<file path="src/rtl/seq_game_pkg.sv">
// Shared state codes and default parameters for the sequence-memory game controller.
package seq_game_pkg;

  typedef logic [3:0] estado_t;

  localparam estado_t INICIAL       = 4'd0;
  localparam estado_t PREPARA       = 4'd1;
  localparam estado_t NOVA_RODADA   = 4'd2;
  localparam estado_t CARREGA       = 4'd3;
  localparam estado_t MOSTRA        = 4'd4;
  localparam estado_t APAGA         = 4'd5;
  localparam estado_t INTERVALO     = 4'd6;
  localparam estado_t PROX_POS      = 4'd7;
  localparam estado_t INICIO_JOGADA = 4'd8;
  localparam estado_t ESPERA        = 4'd9;
  localparam estado_t REGISTRA      = 4'd10;
  localparam estado_t COMPARA       = 4'd11;
  localparam estado_t PROX_JOGADA   = 4'd12;
  localparam estado_t FIM_RODADA    = 4'd13;
  localparam estado_t ACERTO        = 4'd14;
  localparam estado_t ERRO          = 4'd15;

  localparam int N_BTN_DEF          = 4;
  localparam int ADDR_W_DEF         = 4;
  localparam int RODADAS_DEF        = 16;
  localparam int SHOW_CYCLES_DEF    = 50;
  localparam int OFF_CYCLES_DEF     = 25;
  localparam int TIMEOUT_CYCLES_DEF = 5000;

  function automatic int max3(input int a, input int b, input int c);
    int m;
    m = (a > b) ? a : b;
    return (m > c) ? m : c;
  endfunction

endpackage

</file>
<file path="src/rtl/seq_game_timer.sv">
// Shared cycle timer: clears on zera, counts on conta; fim flags the last counted cycle
// (the cycle in which the count equals limite-1), so a state holding conta lasts exactly limite clocks.
module seq_game_timer #(
  parameter int W = 8
) (
  input  logic         clock,
  input  logic         reset_n,
  input  logic         zera,
  input  logic         conta,
  input  logic [W-1:0] limite,
  output logic         fim
);

  logic [W-1:0] valor;

  always_ff @(posedge clock or negedge reset_n) begin
    if (!reset_n) begin
      valor <= '0;
    end else if (zera) begin
      valor <= '0;
    end else if (conta) begin
      valor <= valor + W'(1);
    end
  end

  assign fim = conta && (valor == (limite - W'(1)));

endmodule

</file>
<file path="src/rtl/seq_game_control.sv">
// Sequence-memory game FSM: shows rounds of one-hot steps on leds, then checks player presses.
// Optional play timeout in ESPERA is enabled by defining SEQ_GAME_TIMEOUT_EN.
module seq_game_control
  import seq_game_pkg::*;
#(
  parameter int N_BTN          = N_BTN_DEF,
  parameter int ADDR_W         = ADDR_W_DEF,
  parameter int RODADAS        = RODADAS_DEF,
  parameter int SHOW_CYCLES    = SHOW_CYCLES_DEF,
  parameter int OFF_CYCLES     = OFF_CYCLES_DEF,
  parameter int TIMEOUT_CYCLES = TIMEOUT_CYCLES_DEF
) (
  input  logic              clock,
  input  logic              reset_n,
  input  logic              iniciar,
  input  logic [N_BTN-1:0]  botoes,
  output logic [ADDR_W-1:0] mem_addr,
  input  logic [N_BTN-1:0]  mem_data,
  output logic [N_BTN-1:0]  leds,
  output logic              acertou,
  output logic              errou,
  output logic              pronto,
  output logic [3:0]        db_estado,
  output logic [ADDR_W-1:0] db_rodada,
  output logic              db_timeout
);

  localparam int TW = $clog2(max3(SHOW_CYCLES, OFF_CYCLES, TIMEOUT_CYCLES) + 1);
  localparam logic [ADDR_W-1:0] ULTIMA = ADDR_W'(RODADAS - 1);
`ifdef SEQ_GAME_TIMEOUT_EN
  localparam bit TIMEOUT_EN = 1'b1;
`else
  localparam bit TIMEOUT_EN = 1'b0;
`endif

  estado_t           estado, prox;
  logic [ADDR_W-1:0] rodada, pos;
  logic [N_BTN-1:0]  jogada_reg;
  logic              botoes_any_q;
  logic              jogada;
  logic              t_zera, t_conta, t_fim;
  logic [TW-1:0]     t_limite;

  // A play is only a fresh rising edge of any button, so holding a key never re-triggers.
  assign jogada = (|botoes) && !botoes_any_q;

  assign t_zera  = (estado == CARREGA) || (estado == APAGA) ||
                   (estado == INICIO_JOGADA) || (estado == PROX_JOGADA);
  assign t_conta = (estado == MOSTRA) || (estado == INTERVALO) ||
                   (TIMEOUT_EN && (estado == ESPERA));

  always_comb begin
    t_limite = TW'(TIMEOUT_CYCLES);
    if (estado == MOSTRA)         t_limite = TW'(SHOW_CYCLES);
    else if (estado == INTERVALO) t_limite = TW'(OFF_CYCLES);
  end

  seq_game_timer #(.W(TW)) u_timer (
    .clock   (clock),
    .reset_n (reset_n),
    .zera    (t_zera),
    .conta   (t_conta),
    .limite  (t_limite),
    .fim     (t_fim)
  );

  always_comb begin
    prox = estado;
    case (estado)
      INICIAL:       if (iniciar) prox = PREPARA;
      PREPARA:       prox = NOVA_RODADA;
      NOVA_RODADA:   prox = CARREGA;
      CARREGA:       prox = MOSTRA;
      MOSTRA:        if (t_fim) prox = APAGA;
      APAGA:         prox = INTERVALO;
      INTERVALO:     if (t_fim) prox = (pos == rodada) ? INICIO_JOGADA : PROX_POS;
      PROX_POS:      prox = CARREGA;
      INICIO_JOGADA: prox = ESPERA;
      ESPERA: begin
        // t_fim can only rise here when the timeout feature counts; a play wins a tie.
        if (jogada)     prox = REGISTRA;
        else if (t_fim) prox = ERRO;
      end
      REGISTRA:      prox = COMPARA;
      COMPARA: begin
        if (jogada_reg != mem_data) prox = ERRO;
        else if (pos == rodada)     prox = FIM_RODADA;
        else                        prox = PROX_JOGADA;
      end
      PROX_JOGADA:   prox = ESPERA;
      FIM_RODADA:    prox = (rodada == ULTIMA) ? ACERTO : NOVA_RODADA;
      ACERTO:        if (iniciar) prox = PREPARA;
      ERRO:          if (iniciar) prox = PREPARA;
      default:       prox = INICIAL;
    endcase
  end

  always_ff @(posedge clock or negedge reset_n) begin
    if (!reset_n) begin
      estado       <= INICIAL;
      rodada       <= '0;
      pos          <= '0;
      leds         <= '0;
      jogada_reg   <= '0;
      botoes_any_q <= 1'b0;
    end else begin
      estado       <= prox;
      botoes_any_q <= |botoes;
      case (estado)
        PREPARA:       rodada <= '0;
        NOVA_RODADA:   pos <= '0;
        CARREGA:       leds <= mem_data;
        // Clearing on the last MOSTRA edge keeps the step lit for exactly SHOW_CYCLES clocks.
        MOSTRA:        if (t_fim) leds <= '0;
        APAGA:         leds <= '0;
        PROX_POS:      pos <= pos + ADDR_W'(1);
        INICIO_JOGADA: pos <= '0;
        REGISTRA:      jogada_reg <= botoes;
        PROX_JOGADA:   pos <= pos + ADDR_W'(1);
        FIM_RODADA:    if (rodada != ULTIMA) rodada <= rodada + ADDR_W'(1);
        default: ;
      endcase
    end
  end

`ifdef SEQ_GAME_TIMEOUT_EN
  logic timeout_flag;

  always_ff @(posedge clock or negedge reset_n) begin
    if (!reset_n) begin
      timeout_flag <= 1'b0;
    end else if (estado == PREPARA) begin
      timeout_flag <= 1'b0;
    end else if ((estado == ESPERA) && !jogada && t_fim) begin
      timeout_flag <= 1'b1;
    end
  end

  assign db_timeout = timeout_flag;
`else
  assign db_timeout = 1'b0;
`endif

  assign mem_addr  = pos;
  assign acertou   = (estado == ACERTO);
  assign errou     = (estado == ERRO);
  assign pronto    = (estado == ACERTO) || (estado == ERRO);
  assign db_estado = estado;
  assign db_rodada = rodada;

endmodule
</file>
<file path="config.mk">
export PLATFORM = sky130hd
export DESIGN_NAME = seq_game_control
export DESIGN_NICKNAME = d
export VERILOG_FILES = /design/src/rtl/seq_game_pkg.sv /design/src/rtl/seq_game_timer.sv /design/src/rtl/seq_game_control.sv
export SDC_FILE = /design/constraint.sdc
export NUM_CORES = 1
export LEC_CHECK = 0
export BUFFER_PORTS_ARGS = -buffer_cell sky130_fd_sc_hd__buf_4
export CORE_MARGIN = 5
export CORE_UTILIZATION = 46
export CTS_BUF_LIST = sky130_fd_sc_hd__clkbuf_8
export CTS_CLUSTER_SIZE = 40
export DETAILED_ROUTE_END_ITERATION = 8
export PLACE_DENSITY = 0.72
export REMOVE_ABC_BUFFERS = 1
export SKIP_CTS_REPAIR_TIMING = 1
export SYNTH_ARGS = -nofsm -noshare
export SYNTH_HDL_FRONTEND = slang
export SYNTH_SLANG_ARGS = --single-unit
</file>
<file path="constraint.sdc">
create_clock -name clock -period 2.4 [get_ports clock]
set_clock_uncertainty 0.15 [all_clocks]
set_input_delay 0.12 -clock clock [delete_from_list [all_inputs] [get_ports clock]]
set_output_delay 0.12 -clock clock [all_outputs]
set_load 0.05 [all_outputs]
</file>
Word-level counts from Yosys, hierarchy flattened. Cells that the tools add are included.

Add/subtract/negate cells: 4. Equal/unequal tests: 25. Multiplexer cells: 19. Reduce and logical (&&, ||, !) cells: 22.

Operators with widths (number): $mux 13 (4); $pmux 4 s12 (1); $eq 4x4->1 const B (9); $mux 4 (9); $eq 4x3->1 const B (4); $pmux 4 s2 (2); $add 13x1->13 const B (1); $eq 13x13->1 (1); $sub 13x1->13 const B (1); $pmux 4 s3 (1); $add 4x1->4 const B (2); $eq 4x2->1 const B (2); $reduce_or 2->1 (4); $ne 2x2->1 const B (3); $reduce_bool 2->1 (3); $logic_or 1x1->1 (5); $eq 4x1->1 const B (1); $eq 4x4->1 (1); $logic_not 4->1 (1); $ne 4x4->1 (1); $ne 4x4->1 const B (1); $reduce_and 2->1 (2); $reduce_and 4->1 (1); $reduce_or 4->1 (1); other kinds (8) (9).

Flip-flop bits (word level): 34. Bits of input ports: 11. Output and inout bits: 20. Logic and storage cells: 77.

Logic depth before layout (Yosys ltp).
Depth after elaboration: 9. Gate-level depth with buffers: 7. Gate-level depth less buffers: 6.

Modules after synthesis. Synthesis repeated with hierarchy kept, for this count alone.

Cells, all modules: 303. Area total of the unflattened synthesis: 2612.5 um2.

By module, submodules not included: seq_game_control (instances 1, cells an instance 161, area an instance 1481.4 um2, seq. area each 525.5 um2); seq_game_timer (instances 1, cells an instance 142, area an instance 1131.1 um2, seq. area each 325.3 um2).

Worst setup path before layout. Ideal clock, no wire load.

Path kind: register to output. From: reg estado[3], in the netlist db_estado[3]. To: out acertou. Data arrival time: 2.643 ns. Required time: 2.130 ns. Setup slack: -0.513 ns. Cell stages (with the launch flop): 6. Path buffers: 3. Path through: dfrtp_1 buf_2 clkbuf_1 buf_2 nand2_1 nor3b_1.

Longest elaborated chain between the ends: 1.

Ends and longest elaborated chain: from (decl) (line seq_game_control.sv:36) `estado_t estado, prox;`; from (signal assigned) (line seq_game_control.sv:107) `estado <= prox;`; $eq 4x4->1 (line seq_game_control.sv:145) `assign acertou = (estado == ACERTO);`; to (decl) (line seq_game_control.sv:20) `output logic acertou,`.

Every way passes these cells.

Final worst setup path.
From: in botoes[1]. To: reg estado[0], in the netlist db_estado[0].

Longest elaborated chain between the ends: 4. Elaborated cells between the ends (all ways): 6. Those cells by class: 1 x eq/ne; 2 x mux; 3 x reduce/logical.

Ends and longest elaborated chain: from (decl) (line seq_game_control.sv:16) `input logic [N_BTN-1:0] botoes,`; $reduce_or 4->1 * (line seq_game_control.sv:45) `assign jogada = (|botoes) && !botoes_any_q;`; $logic_and 1x1->1 * (line seq_game_control.sv:45); $mux 4 / $ne 3x3->1 (equally long branches); $pmux 4 s12 / $reduce_and 4->1 (equally long branches).

Mark *: on every way between the ends. The rest lies on a longest branch, timed or not. A chain may end at the register's enable or synchronous reset.

==> metrics.txt <==
run status=complete, no violations; Synth Instances=221; H-tree depth reported by CTS=2; most instantiated cells after synthesis=sky130_fd_sc_hd__dfrtp_1 (34), sky130_fd_sc_hd__nor2_1 (26), sky130_fd_sc_hd__nand2_1 (13), sky130_fd_sc_hd__xnor2_1 (13), sky130_fd_sc_hd__a22o_1 (11); via total after detailed routing=1774; CP endpoint kind=flop; library cells used by synthesis=53; area taken by flip-flops and latches=851 sq um; total grt overflow=0; Hold Path Class=input port to asynchronous set/reset pin; number of buffers on the longest clock path=2; iteration count of the initial detailed-routing pass=4; critical setup path kind=input port to flop; Detail Route Antenna Nets=0; cell-by-cell listing of the critical path=dlygate4sd3_1 > buf_4 > nor4_1 > o2111a_1 > o22ai_2 > and2_4 > mux2_4; cells taking the most area after synthesis=sky130_fd_sc_hd__dfrtp_1 (41%), sky130_fd_sc_hd__xnor2_1 (5.5%), sky130_fd_sc_hd__nor2_1 (4.7%); endpoint arrival time on the critical path=2.08 ns; average cell area after synthesis=9.39 sq um; cell area after placement=0.00235 sq mm; Clock Pin Slew Worst Setup and Hold Paths=0.07 ns; worst path buffer plus inverter count=2; clock insertion delay at the later pin of the skew report=0.29 ns; sequential fraction of the synthesis area=0.410; cell area after synthesis=0.00207 sq mm; largest area contributor in the netlist=sky130_fd_sc_hd__dfrtp_1; pin count of the biggest net entering global routing=35; synthesis-to-layout area growth=22.3%; initial antenna violation count=0; Layout Nets=275; largest stage delay on the critical path=0.53 ns; wire length of the first global-routing pass=8010 um; VDD IR max=0.240 mV; total of endpoints with negative setup slack in the final report=0; Critical Path RT=2.43 ns; number of ports placed on the die boundary=31; Reg with most FFs=u_timer.valor; final routed wire length divided by cell count=15.2 um; initial core utilization=0.476; number of input and output port buffers inserted=29; flip-flop and latch count after synthesis=34; Clock Sink Count=34; worst flop-to-flop path startpoint=db_estado[1]$_DFFE_PN0P_; clock tree root buffer cell=sky130_fd_sc_hd__clkbuf_8; Die Span Y=77.2 um; Slew Viols, Final=0; Setup crit start kind=input port; overall power after layout=0.00106 W; most instantiated library cell after synthesis=sky130_fd_sc_hd__dfrtp_1; Post-Route WL=4760 um; post-route design area=0.00254 sq mm; diode insertion count for antenna repair=0; Worst slew margin=0.601; post-detail-place hpwl=3290 um; end-of-flow core utilization=0.582; count of flip-flops with a built-in enable after synthesis=0; Pwr per Cell Area=418 mW/mm^2; horizontal die dimension=77.2 um; max-cap violation count=0; via count of the first global-routing pass=1670; r2r endpoint=db_estado[0]$_DFFE_PN0P_; Largest register FFs=13; clock buffer count from CTS=5; multi-input combinational cell area=0.00113 sq mm; most instantiated flip-flop cell in the synthesis netlist=sky130_fd_sc_hd__dfrtp_1; leakage dissipation=1.18 nW; proportion of synthesized flip-flops having asynchronous set or reset=1.00; portion of synthesized cell area occupied by the leading cell type=0.410; post-detailed-route via-to-cell ratio=5.65; count of filler cells inserted in the layout=391; number of cell instances on the worst register-to-register path=5; top cell family by delay on the critical path=buffers and inverters; worst hold margin=0.166 ns; worst setup slack for register-to-register paths=0.36 ns; Max Clk Rate=488 MHz; core box area=0.00435 sq mm; CTS tree=yes; share of layout cells above drive strength 1=0.206; final period demand of the worst path=2.05 ns; row cnt=24; die footprint=0.00595 sq mm; master of the slowest instance on the critical path=sky130_fd_sc_hd__dlygate4sd3_1; period utilisation layout=0.854; largest fanout on the critical path=4; gp weighted congestion=0.837; number of remaining DRC errors=0; warning count from the yosys run=0; RSZ-0062 raised after global routing=false; total global-route track usage=0.164; starting DRC count in detailed routing=85; Final Hold Fails=0; slew at the pin closest to its max-slew limit=0.594 ns
## per-stage QoR
stage	TNS [ns]	worst slack (ns)	cells
floorplan	-0.447	-0.234	208
global placement	0	0.439	296
detailed placement	0	0.426	296
CTS	0	0.390	304
global route	0	0.239	314
finish	0	0.350	314
## area by class of cell
cell class / instances / share of cell area
inverters: 9 / 0.0133
clock buffers: 5 / 0.0271
repair buffers: 46 / 0.146
well taps: 52 / 0.0257
multi-input cells: 165 / 0.445
flip-flops and latches: 34 / 0.335
clock inverters: 3 / 0.00691
## how the worst max path moves through the flow
| stage | start | to | slack (ns) | depth (start not counted) |
|---|---|---|---|---|
| after global routing | botoes[1] | db_estado[0]$_DFFE_PN0P_ | 0.24 | 7 |
| final | botoes[1] | db_estado[0]$_DFFE_PN0P_ | 0.35 | 7 |
| after floorplan | db_estado[3]$_DFFE_PN0P_ | acertou | -0.23 | 2 |
| after detailed placement | db_estado[0]$_DFFE_PN0P_ | db_estado[0]$_DFFE_PN0P_ | 0.43 | 5 |
| after CTS | db_estado[0]$_DFFE_PN0P_ | db_estado[0]$_DFFE_PN0P_ | 0.39 | 5 |
| after global placement | db_estado[1]$_DFFE_PN0P_ | mem_addr[2]$_DFFE_PN0P_ | 0.44 | 5 |
## cell usage in the layout (no fill, tap or decap), types with 4 or more instances in the layout
cell | synthesis | layout
sky130_fd_sc_hd__a21oi_1 | 10 | 10
sky130_fd_sc_hd__a22o_1 | 11 | 11
sky130_fd_sc_hd__a31oi_1 | 5 | 5
sky130_fd_sc_hd__buf_4 | 1 | 36
sky130_fd_sc_hd__clkbuf_8 | 0 | 5
sky130_fd_sc_hd__dfrtp_1 | 34 | 34
sky130_fd_sc_hd__dlygate4sd3_1 | 0 | 10
sky130_fd_sc_hd__inv_1 | 9 | 10
sky130_fd_sc_hd__mux2_2 | 4 | 4
sky130_fd_sc_hd__nand2_1 | 13 | 13
sky130_fd_sc_hd__nand2b_1 | 6 | 6
sky130_fd_sc_hd__nand3_1 | 7 | 7
sky130_fd_sc_hd__nor2_1 | 26 | 26
sky130_fd_sc_hd__nor3_1 | 6 | 6
sky130_fd_sc_hd__nor4_1 | 4 | 4
sky130_fd_sc_hd__o21ai_0 | 5 | 5
sky130_fd_sc_hd__xnor2_1 | 13 | 13
sky130_fd_sc_hd__xor2_1 | 7 | 7
## power by group
group | switching, W | internal [W]
Clock | 0.000214 | 0.000200
Combinational | 0.0000374 | 0.0000300
Sequential | 0.00000248 | 0.000577
## routing by layer
layer	wire length (um)	up-vias	track usage
li1	-	872	-
met1	2160	852	0.226
met2	2270	46	0.238
met3	267	4	0.0468
met4	64	0	0.0670
met5	0	-	0
## cells by family after synthesis
kind of cell             count (synthesis)  synth area share
AND/OR/NAND/NOR                         88             0.241
AO/OA/AOI/OAI                           46             0.161
flip-flops                              34             0.410
buffers and inverters                   22            0.0452
XOR/XNOR                                20            0.0844
multiplexers                             7            0.0386
adder cells (fa/ha/maj)                  3            0.0181
other                                    1           0.00181
Note: power is estimated with default switching activity, not from simulation.
